## config.mk

```make
export PLATFORM = sky130hd
export DESIGN_NAME = uart_tx_framer
export DESIGN_NICKNAME = d
export VERILOG_FILES = /design/src/rtl/uart_tx_framer.sv
export SDC_FILE = /design/constraint.sdc
export NUM_CORES = 1
export LEC_CHECK = 0
export CAP_MARGIN = 15
export CORE_MARGIN = 8
export CORE_UTILIZATION = 50
export DETAILED_ROUTE_END_ITERATION = 6
export GPL_TIMING_DRIVEN = 0
export PLACE_DENSITY_LB_ADDON = 0.3
export SYNTH_ARGS = -nofsm -noshare
export SYNTH_HDL_FRONTEND = slang
export SYNTH_SLANG_ARGS = --single-unit
```

## constraint.sdc

```tcl
create_clock -name clk -period 1.75 [get_ports clk]
set_clock_uncertainty 0.05 [all_clocks]
set_input_delay 0.35 -clock clk [delete_from_list [all_inputs] [get_ports clk]]
set_output_delay 0.35 -clock clk [all_outputs]
set_load 0.05 [all_outputs]
```

## src/rtl/uart_tx_framer.sv

```systemverilog
// UART transmit framer: start bit, 8 data bits LSB first, optional even parity, one stop bit.
// Define UART_TX_PARITY_EN to insert the even-parity bit between the data bits and the stop bit.
module uart_tx_framer #(
   parameter int unsigned CLKS_PER_BIT = 16
) (
   input  logic       clk,
   input  logic       reset,
   input  logic       tx_start,
   input  logic [7:0] tx_data,
   output logic       tx_serial,
   output logic       tx_busy,
   output logic       tx_done
);

   localparam int unsigned CNT_W  = 16;
   localparam int unsigned DATA_W = 8;
   localparam int unsigned IDX_W  = 3;
   localparam logic [CNT_W-1:0] CNT_LAST = CNT_W'(CLKS_PER_BIT - 1);
   localparam logic [IDX_W-1:0] IDX_LAST = IDX_W'(DATA_W - 1);

   typedef enum logic [2:0] {
      S_IDLE   = 3'd0,
      S_START  = 3'd1,
      S_DATA   = 3'd2,
`ifdef UART_TX_PARITY_EN
      S_PARITY = 3'd4,
`endif
      S_STOP   = 3'd3
   } state_e;

   state_e              state_q, state_d;
   logic [CNT_W-1:0]    cnt_q, cnt_d;
   logic [IDX_W-1:0]    idx_q, idx_d;
   logic [DATA_W-1:0]   shift_q, shift_d;
   logic                serial_q, serial_d;
   logic                busy_q, busy_d;
   logic                done_q, done_d;
   logic                bit_end;
`ifdef UART_TX_PARITY_EN
   logic                parity_q, parity_d;
`endif

   // State register; reset parks the line at idle-high and aborts any frame.
   always_ff @(posedge clk or negedge reset) begin
      if (!reset) begin
         state_q  <= S_IDLE;
         cnt_q    <= '0;
         idx_q    <= '0;
         shift_q  <= '0;
         serial_q <= 1'b1;
         busy_q   <= 1'b0;
         done_q   <= 1'b0;
`ifdef UART_TX_PARITY_EN
         parity_q <= 1'b0;
`endif
      end else begin
         state_q  <= state_d;
         cnt_q    <= cnt_d;
         idx_q    <= idx_d;
         shift_q  <= shift_d;
         serial_q <= serial_d;
         busy_q   <= busy_d;
         done_q   <= done_d;
`ifdef UART_TX_PARITY_EN
         parity_q <= parity_d;
`endif
      end
   end

   // Next-state logic; serial_d is the level of the bit that starts on the coming edge.
   always_comb begin
      state_d  = state_q;
      cnt_d    = cnt_q;
      idx_d    = idx_q;
      shift_d  = shift_q;
      serial_d = serial_q;
      busy_d   = busy_q;
      done_d   = 1'b0;
`ifdef UART_TX_PARITY_EN
      parity_d = parity_q;
`endif
      bit_end  = (cnt_q == CNT_LAST);

      if (state_q != S_IDLE) begin
         cnt_d = bit_end ? '0 : cnt_q + CNT_W'(1);
      end

      case (state_q)
         S_IDLE: begin
            if (tx_start) begin
               state_d  = S_START;
               cnt_d    = '0;
               idx_d    = '0;
               shift_d  = tx_data;
               serial_d = 1'b0;
               busy_d   = 1'b1;
`ifdef UART_TX_PARITY_EN
               parity_d = ^tx_data;
`endif
            end
         end
         S_START: begin
            if (bit_end) begin
               state_d  = S_DATA;
               serial_d = shift_q[0];
            end
         end
         S_DATA: begin
            if (bit_end) begin
               if (idx_q == IDX_LAST) begin
`ifdef UART_TX_PARITY_EN
                  state_d  = S_PARITY;
                  serial_d = parity_q;
`else
                  state_d  = S_STOP;
                  serial_d = 1'b1;
`endif
               end else begin
                  idx_d    = idx_q + IDX_W'(1);
                  shift_d  = {1'b0, shift_q[DATA_W-1:1]};
                  serial_d = shift_q[1];
               end
            end
         end
`ifdef UART_TX_PARITY_EN
         S_PARITY: begin
            if (bit_end) begin
               state_d  = S_STOP;
               serial_d = 1'b1;
            end
         end
`endif
         S_STOP: begin
            if (bit_end) begin
               state_d  = S_IDLE;
               serial_d = 1'b1;
               busy_d   = 1'b0;
               done_d   = 1'b1;
            end
         end
         default: begin
            state_d  = S_IDLE;
            cnt_d    = '0;
            serial_d = 1'b1;
            busy_d   = 1'b0;
         end
      endcase
   end

   assign tx_serial = serial_q;
   assign tx_busy   = busy_q;
   assign tx_done   = done_q;

endmodule

```

* After elaboration in Yosys (flattened, before gate mapping)
Cells that the tools add are included.
** Word-level totals
- Bits in registers :: 33
- Input port bits :: 11
** Operators by class
- Add/sub/neg operators :: 2
- Eq/ne operators :: 11
- Muxes and demuxes :: 29
- Bitwise logic cells :: 1
- Reductions and logical operators :: 9
** Operators with widths (count)
- $mux W16 :: 3
- $pmux W16 S2 :: 1
- $mux W3 :: 8
- $mux W8 :: 3
- $add A16 B1 Y16 const B :: 1
- $eq A16 B4 Y1 const B :: 1
- $pmux W8 S2 :: 1
- $ne A2 B2 Y1 const B :: 6
- $pmux W3 S4 :: 1
- $mux W1 :: 9
- $reduce_and A4 Y1 :: 2
- $eq A3 B2 Y1 const B :: 2
- $pmux W3 S2 :: 1
- $reduce_and A5 Y1 :: 1
- $pmux W1 S4 :: 1
- $add A3 B1 Y3 const B :: 1
- $eq A3 B1 Y1 const B :: 1
- $eq A3 B3 Y1 const B :: 1
- $logic_not A3 Y1 :: 1
- $pmux W1 S3 :: 1
- $reduce_and A3 Y1 :: 1
- $reduce_bool A3 Y1 :: 1
- $reduce_or A3 Y1 :: 1
- $reduce_bool A2 Y1 :: 1
- other kinds (2) :: 2

* Depth between registers and ports, before layout
Gate-level depths: netlist of run 1.
- Depth after elaboration :: 5
- Mapped depth :: 7
- Gate-level depth less buffers :: 6

* Worst setup path before layout of run 1
No wires, ideal clock.
- Path kind :: reg-to-reg
- Start point :: reg state_q[0]
- End point :: reg idx_q[0]
- Setup time :: 104 ps
- Arrival time :: 1634 ps
- Slack :: -38 ps
- Stages on the path, launching flop included :: 8
- Path through :: dfrtp_1 -> inv_1 -> ha_1 -> buf_4 -> mux2i_1 -> nor2_1 -> nand2_1 -> o311ai_1
** Between the ends
- Longest elaborated chain between the ends :: 3
** RTL lines
- start: declaration :: RTL line 31 : state_e state_q, state_d;
- start signal: assignment :: RTL line 57 : state_q <= state_d;
- $eq A3 B2 Y1 or $logic_not A3 Y1 (tied branches) :: RTL line 88 : case (state_q)
- $ne A2 B2 Y1 (no line) or $reduce_bool A2 Y1 (tied branches)
- $reduce_and A4 Y1 (no line)
- end signal: assignment :: RTL line 59 : idx_q <= idx_d;
- end: declaration :: RTL line 33 : logic [IDX_W-1:0] idx_q, idx_d;
Several ways; a longest one is shown, not always the timed one.
A chain may end at the register's enable or synchronous reset.

* Worst setup path after layout of run 1
- Start point :: reg state_q[0]
- End point :: reg shift_q[1]
** Between the ends
- Longest elaborated chain between the ends :: 3
** RTL lines
- $eq A3 B2 Y1 or $logic_not A3 Y1 (tied branches) :: RTL line 88
- $ne A2 B2 Y1 (no line) or $reduce_bool A2 Y1 (tied branches)
- $reduce_and A4 Y1 (no line)
- end signal: assignment :: RTL line 60 : shift_q <= shift_d;
- end: declaration :: RTL line 34 : logic [DATA_W-1:0] shift_q, shift_d;
Several ways; a longest one is shown, not always the timed one.

==> results of run 1 <==
==> timing repair <==
action | CTS | global route
hold buffers | 0 | 0
gates cloned | 1 | 2
setup endpoints to repair | 28 | 28
pin swaps | 3 | 20
setup buffers | 8 | 7
resized for setup | 27 | 31
==> cells by family (layout without fill, tap and decap cells) <==
kind of cell,after synthesis,after routing,synth area share (%)
AOI/OAI and AO/OA,63,63,22.7
and+or+nand+nor,75,76,22.7
muxes,4,4,2.42
DFF,32,32,41.9
buffers and inverters,20,56,4.64
adders and majority gates,8,8,5.23
xor gates and xnor gates,1,1,0.457
==> layer usage <==
| layer | global-route usage [%] | wire [microns] |
|---|---|---|
| met1 | 20.1 | 2370 |
| met2 | 26.4 | 2560 |
| met3 | 5.07 | 269 |
| met4 | 5.00 | 74 |
| met5 | 0 | 0 |
==> worst paths after layout <==
path	start	end	slack [ns]	cells past startpoint
min	reset	shift_q[4]	0.07	1
min in group clk	tx_busy	tx_busy	0.48	1
min reg2reg	tx_busy	tx_busy	0.48	1
max	state_q[0]	shift_q[1]	0.004	7
max in group asynchronous	reset	cnt_q[9]	1.07	1
max reg2reg	state_q[0]	shift_q[1]	0.004	7
==> placed cells by master (no fill, tap or decap), drive strengths merged, types with 2 or more instances in the layout <==
master,netlist,final
a21oi,12,12
a22o,2,2
a22oi,8,8
a31o,2,2
a31oi,5,5
a41oi,3,3
and3,3,3
and4,3,3
buf,5,20
clkbuf,8,16
clkdlybuf4s50,0,9
dfrtp,31,31
dlygate4sd2,0,2
ha,8,8
inv,7,7
mux2,2,2
mux2i,2,2
nand2,14,14
nand2b,3,3
nand3,14,14
nand4,13,13
nor2,9,10
nor3,4,4
nor4,4,4
o211ai,11,11
o21ai,12,12
or3,3,3
==> area by class of cell <==
class                   count  share of cell area, %
inverters                   7                   1.02
well taps                  48                   2.33
clock buffers               7                   2.96
clock inverters             1                  0.194
plain buffers              11                   3.20
multi-input cells         152                   48.1
flip-flops and latches     32                   31.2
repair buffers             30                   11.0
==> state kept, by name, summed over array words and instances, names as in the netlist <==
signal and cells:
cnt_q 16, tx_busy 1, idx_q 3, tx_serial 1, shift_q 8, tx_done 1, state_q 2
==> stage by stage <==
stage / total power, mW / area [sq um] / worst slack (ns) / std cells
after global placement: 2.97 / 2120 / -0.340 / 264
final: 4.56 / 2580 / 0.00378 / 288
after detailed placement: 3.01 / 2110 / -0.349 / 264
after global routing: 4.84 / 2580 / -0.0830 / 288
after CTS: 3.88 / 2350 / -0.00135 / 279
after floorplan: 2.58 / 1930 / -0.00913 / 203
==> worst reg2reg max path, stage by stage, from the launching register on <==
cell     delay, ns
dfrtp_1       0.40
inv_2         0.09
ha_4          0.18
buf_8         0.12
mux2i_4       0.38
nor2_4        0.15
a22oi_2       0.17
nand3_1       0.09
==> power groups by stage <==
stage / registers (mW) / clock network (mW) / logic, mW
after floorplan: 1.32 / 0 / 1.25
after global placement: 1.30 / 0 / 1.67
after detailed placement: 1.31 / 0 / 1.70
after CTS: 1.29 / 0.556 / 2.04
after global routing: 1.37 / 0.582 / 2.89
final: 1.34 / 0.548 / 2.68
==> run metrics, run 1 <==
first-pass GRT wire length=8.20 mm; Worst-path clk slew=0.07 ns; register bit total from synthesis=32; htree depth=2; mean post-synth cell area=9.44 sq um; CP endpoint kind=flop; proportion of layout cells with a drive suffix above 1=32.1%; GRT Overall Usage=16.2%; Clock Power Share=a little under an eighth; critical path data required time=1.87 ns; Internal=around 2.6 mW; TritonCTS clock tree=built; top_reg_cell synth=dfrtp_1; clock sinks=32; Max VDD drop=0.829 mV; Yosys top cell by area=dfrtp_1; crit path buf inv count=2; Logic pwr share=58.7%; nets=258; vias in the first global route=1757; part of the power in registers=between 20% and 30%; initial core utilization=52.3%; Core ar.=3660 sq um; clk_lat worst skew=0.29 ns; crit start category=flop; Post-synth EDFFs=0; CTS buffer count=5; RSZ-0062 raised after global routing=true; Fin Setup TNS=0 ns; Worst Hold Slack=0.0668 ns; Final Core Density=70.5%; leakage power=1.05 nW; Antenna Diode Count=0; Die Y-Extent=77.9 microns; drt total wl=5.28 mm; routed via count=between 1.5k and 2k; status=finished clean; Min Clock Period, post-route=1.75 ns; max_cap viols=0; sw frac=42.8%; Area growth, synth to finish=34.8%; Slew Limit Fails=0; antenna violations before repair=0; largest net degree at the start of global routing=33; proportion of netlist area held by the largest area contributor=40.5%; Multi-input gate area=1240 sq um; Fill cells=264; DRT iter0 DRCs=113; HP Class=input port to async pin; Fmax=573 MHz; FFs w/ async S/R, synth=100%; Die X=77.9 microns; slew margin rel.=52.5%; worst-path fanout max=8; # port buffers=13; slowest stage delay, CP=approximately 0.4 ns; P_sw=between 1.5 and 2 mW; count leader, synth=dfrtp_1; CP Data Arrival Time=about 1.9 ns; # setup viols final=0; flip-flop and latch area=807 sq um; FP Rows=22; top cells by area, synth=dfrtp_1, ha_1, o211ai_1; DRC viols=0; worst-path cell chain=inv_2, ha_4, buf_8, mux2i_4, nor2_4, a22oi_2, nand3_1; Ports=14; root buf cell=clkbuf_8; Crit Path Class=flop to flop; Post-Synthesis Cells=203; Detail Placement HPWL=roughly 3.1 mm; delay-heaviest family, CP=flip-flops; Synth cell types=between 40 and 50; Wirelength per Cell=18.3 microns; Hold Vio Cnt, Final=0; routability congestion estimate=0.824; final cycle utilization of the critical path=99.8%; total gr overflow=0; post-synthesis sequential area ratio=41.9%; cell area after synthesis=1920 sq um; power per cell area=1770 nW/um^2; worst-margin pin slew=0.713 ns; Die ar.=between 6000 and 7000 sq um; Synth top cells by count=dfrtp_1, nand2_1, nand3_1; clk buf depth=2; Synthesized Nets=222; slowest CP cell=dfrtp_1; Yosys warnings=0; vias per cell=6.30; Final ANT Viol Nets=0; Pre-Repair DR Iteration Count=4
(Power assumes the default switching activity.)
==> run 2: changes to the inputs <==
--- a/config.mk
+++ b/config.mk
@@ -10,7 +10,7 @@
 export CORE_UTILIZATION = 50
 export DETAILED_ROUTE_END_ITERATION = 6
 export GPL_TIMING_DRIVEN = 0
-export PLACE_DENSITY_LB_ADDON = 0.3
+export PLACE_DENSITY = 0.72
 export SYNTH_ARGS = -nofsm -noshare
 export SYNTH_HDL_FRONTEND = slang
 export SYNTH_SLANG_ARGS = --single-unit
==> run 2 against run 1 <==
Net effect:
- critical path type unchanged
- maximum frequency fell by 7.0%
- worst setup slack got worse by 0.13 ns
- the run now ends with negative setup slack left
- critical path depth fell by 1
- power fell by 2.8%
- sequential share of layout area rose by 0.41 points
- critical endpoint is now shift_q[0]
- clock power rose by 7.1%
- flip-flop and latch count did not move
- register-to-register slack got worse by 0.13 ns
- routed wire length rose by 2.8%
- largest cell class unchanged
- non-clock buffer count did not move
- die area did not move
==> run metrics, run 2 (synthesis results as in run 1) <==
Final Core Density=69.4% (-1.1 points); commonest non-fill, non-tap cell in the layout=dfrtp_1; met3 Usage GRT=4.72% (-0.35 points); leakage power=1.05 nW (-0.33%); critical path data required time=1.86 ns (about the same); sw frac=42.8% (about the same); DRC viols=0 (unchanged); CP endpoint kind=flop; r2r startpoint=cnt_q[8]; max_cap viols=0 (unchanged); vias in the first global route=1856 (+5.6%); status=finished with violations; Max VDD drop=0.835 mV (+0.67%); Crit Path Class=flop to flop; Slew Limit Fails=0 (unchanged); placed inst area=2110 sq um (unchanged); # port buffers=13 (unchanged); Die Y-Extent=77.9 microns (unchanged); Logic pwr share=56.7% (-2.0 points); Hold Buf Count CTS=0 (unchanged); routability congestion estimate=0.858 (+4.1%); overall power after layout=4.43 mW (-2.8%); CTS buffer count=5 (unchanged); most frequent cells in the layout=dfrtp_1, nand3_1, nand2_1, buf_4, nand4_1; Core ar.=3660 sq um (unchanged); TritonCTS clock tree=built; root buf cell=clkbuf_8; slew margin rel.=51.4% (-1.1 points); nets=257 (-0.39%); R2R depth=6 (-1); first-pass GRT wire length=8.49 mm (+3.6%); Antenna Diode Count=0 (unchanged); total gr overflow=0 (unchanged); # setup viols final=25 (+25); clk_lat worst skew=0.29 ns (about the same); worst-margin pin slew=0.729 ns (+0.0164 ns); Die ar.=6070 sq um (unchanged); Final ANT Viol Nets=0 (unchanged); post-placement cell count=264 (unchanged); FP Rows=22 (unchanged); Min Clock Period, post-route=1.88 ns (+0.130 ns); Fin Setup TNS=-1.45 ns (-1.45 ns); fin worst setup slack=-0.127 ns (-0.130 ns); CP Data Arrival Time=1.99 ns (+0.12 ns); clk buf depth=2 (unchanged); worst reg-to-reg setup slack=-0.13 ns (-0.13 ns); Fmax=533 MHz (-7.0%); final cycle utilization of the critical path=107% (+7.5 points); worst-path fanout max=7 (-1); worst slack at placement=-0.355 ns (-0.00564 ns); part of the power in registers=30.1% (+0.8 points); Wirelength per Cell=18.9 microns (+3.2%); Biggest register=cnt_q; P_sw=1.90 mW (-2.8%); gr busiest metal=met2; Die X=77.9 microns (unchanged); HP Class=input port to async pin; failing checks=negative setup slack; Reg-to-Reg End=shift_q[0]; Ports=14 (unchanged); antenna violations before repair=0 (unchanged); drt total wl=5.43 mm (+2.8%); Internal=2.54 mW (-2.8%); GRT Overall Usage=16.7% (+0.47 points); Hold Vio Cnt, Final=0 (unchanged); DRT iter0 DRCs=127 (+12%); Area growth, synth to finish=32.7%; vias per cell=6.44 (+2.3%); routed via count=1848 (+1.9%); crit start category=flop; RSZ-0062 raised after global routing=true; clock sinks=32 (unchanged); Worst-path clk slew=0.07 ns (about the same); Pre-Repair DR Iteration Count=4 (unchanged); post-route cell area=2540 sq um (-1.6%); Detail Placement HPWL=3.22 mm (+4.6%); met1 GRT Util=19.2% (-0.86 points); htree depth=2 (unchanged); Clock Power Share=13.2% (+1.2 points); largest net degree at the start of global routing=33 (unchanged); max reg flops=16 (unchanged); initial core utilization=52.3% (unchanged); power per cell area=1750 nW/um^2 (-1.2%); met2 GRT Util=29.3% (+2.9 points); proportion of layout cells with a drive suffix above 1=28.5% (-3.6 points); largest registers=cnt_q x16, shift_q x8, idx_q x3; Final Non-Filler Cells=287 (-0.35%); Worst Hold Slack=0.0706 ns (+0.00382 ns)
[run 2: worst max-delay path by stage]
stage                  to       start  cells past startpoint  slack, ns
5_1_grt        shift_q[0]    cnt_q[8]                      6      -0.16
6_report       shift_q[0]    cnt_q[8]                      6      -0.13
2_1_floorplan  shift_q[1]  state_q[0]                      7     -0.009
3_5_place_dp   shift_q[2]  state_q[0]                      7      -0.35
3_3_place_gp     idx_q[1]       reset                      1      -0.33
4_1_cts        state_q[0]    cnt_q[8]                      4      -0.02
[run 2: cell type report]
class	instances	area, sq um
multi-input cells	151	1190
fillers	278	1120
flip-flops and latches	32	805
repair buffers	30	274
plain buffers	11	91.3
clock buffers	8	90.1
well taps	48	60.1
inverters	7	26.3
[run 2: power groups by stage]
stage / Clock (mW) / Combinational (mW) / Sequential [mW]
detailed placement: 0 / 1.72 / 1.32
CTS: 0.601 / 2.07 / 1.29
floorplan: 0 / 1.25 / 1.32
global route: 0.633 / 2.70 / 1.37
finish: 0.587 / 2.51 / 1.33
global placement: 0 / 1.66 / 1.30
[run 2: timing repair]
action	4_1_cts	5_1_grt
setup endpoints to repair	29	26
gates cloned	0	1
setup buffers	11	5
hold endpoints to repair	0	0
resized for setup	28	27
pin swaps	4	12
[run 2: critical path, cell delays in order, from the launching register on]
cell and delay (ns):
dfrtp_2 0.44, nor4_4 0.46, buf_4 0.20, nand4_1 0.15
buf_6 0.19, o211ai_1 0.16, nand3_1 0.11
[run 2: per-layer routing]
layer | up-vias | wire length, microns
li1 | 856 | -
met1 | 933 | 2280
met2 | 51 | 2790
met3 | 8 | 286
met4 | 0 | 67
met5 | - | 0
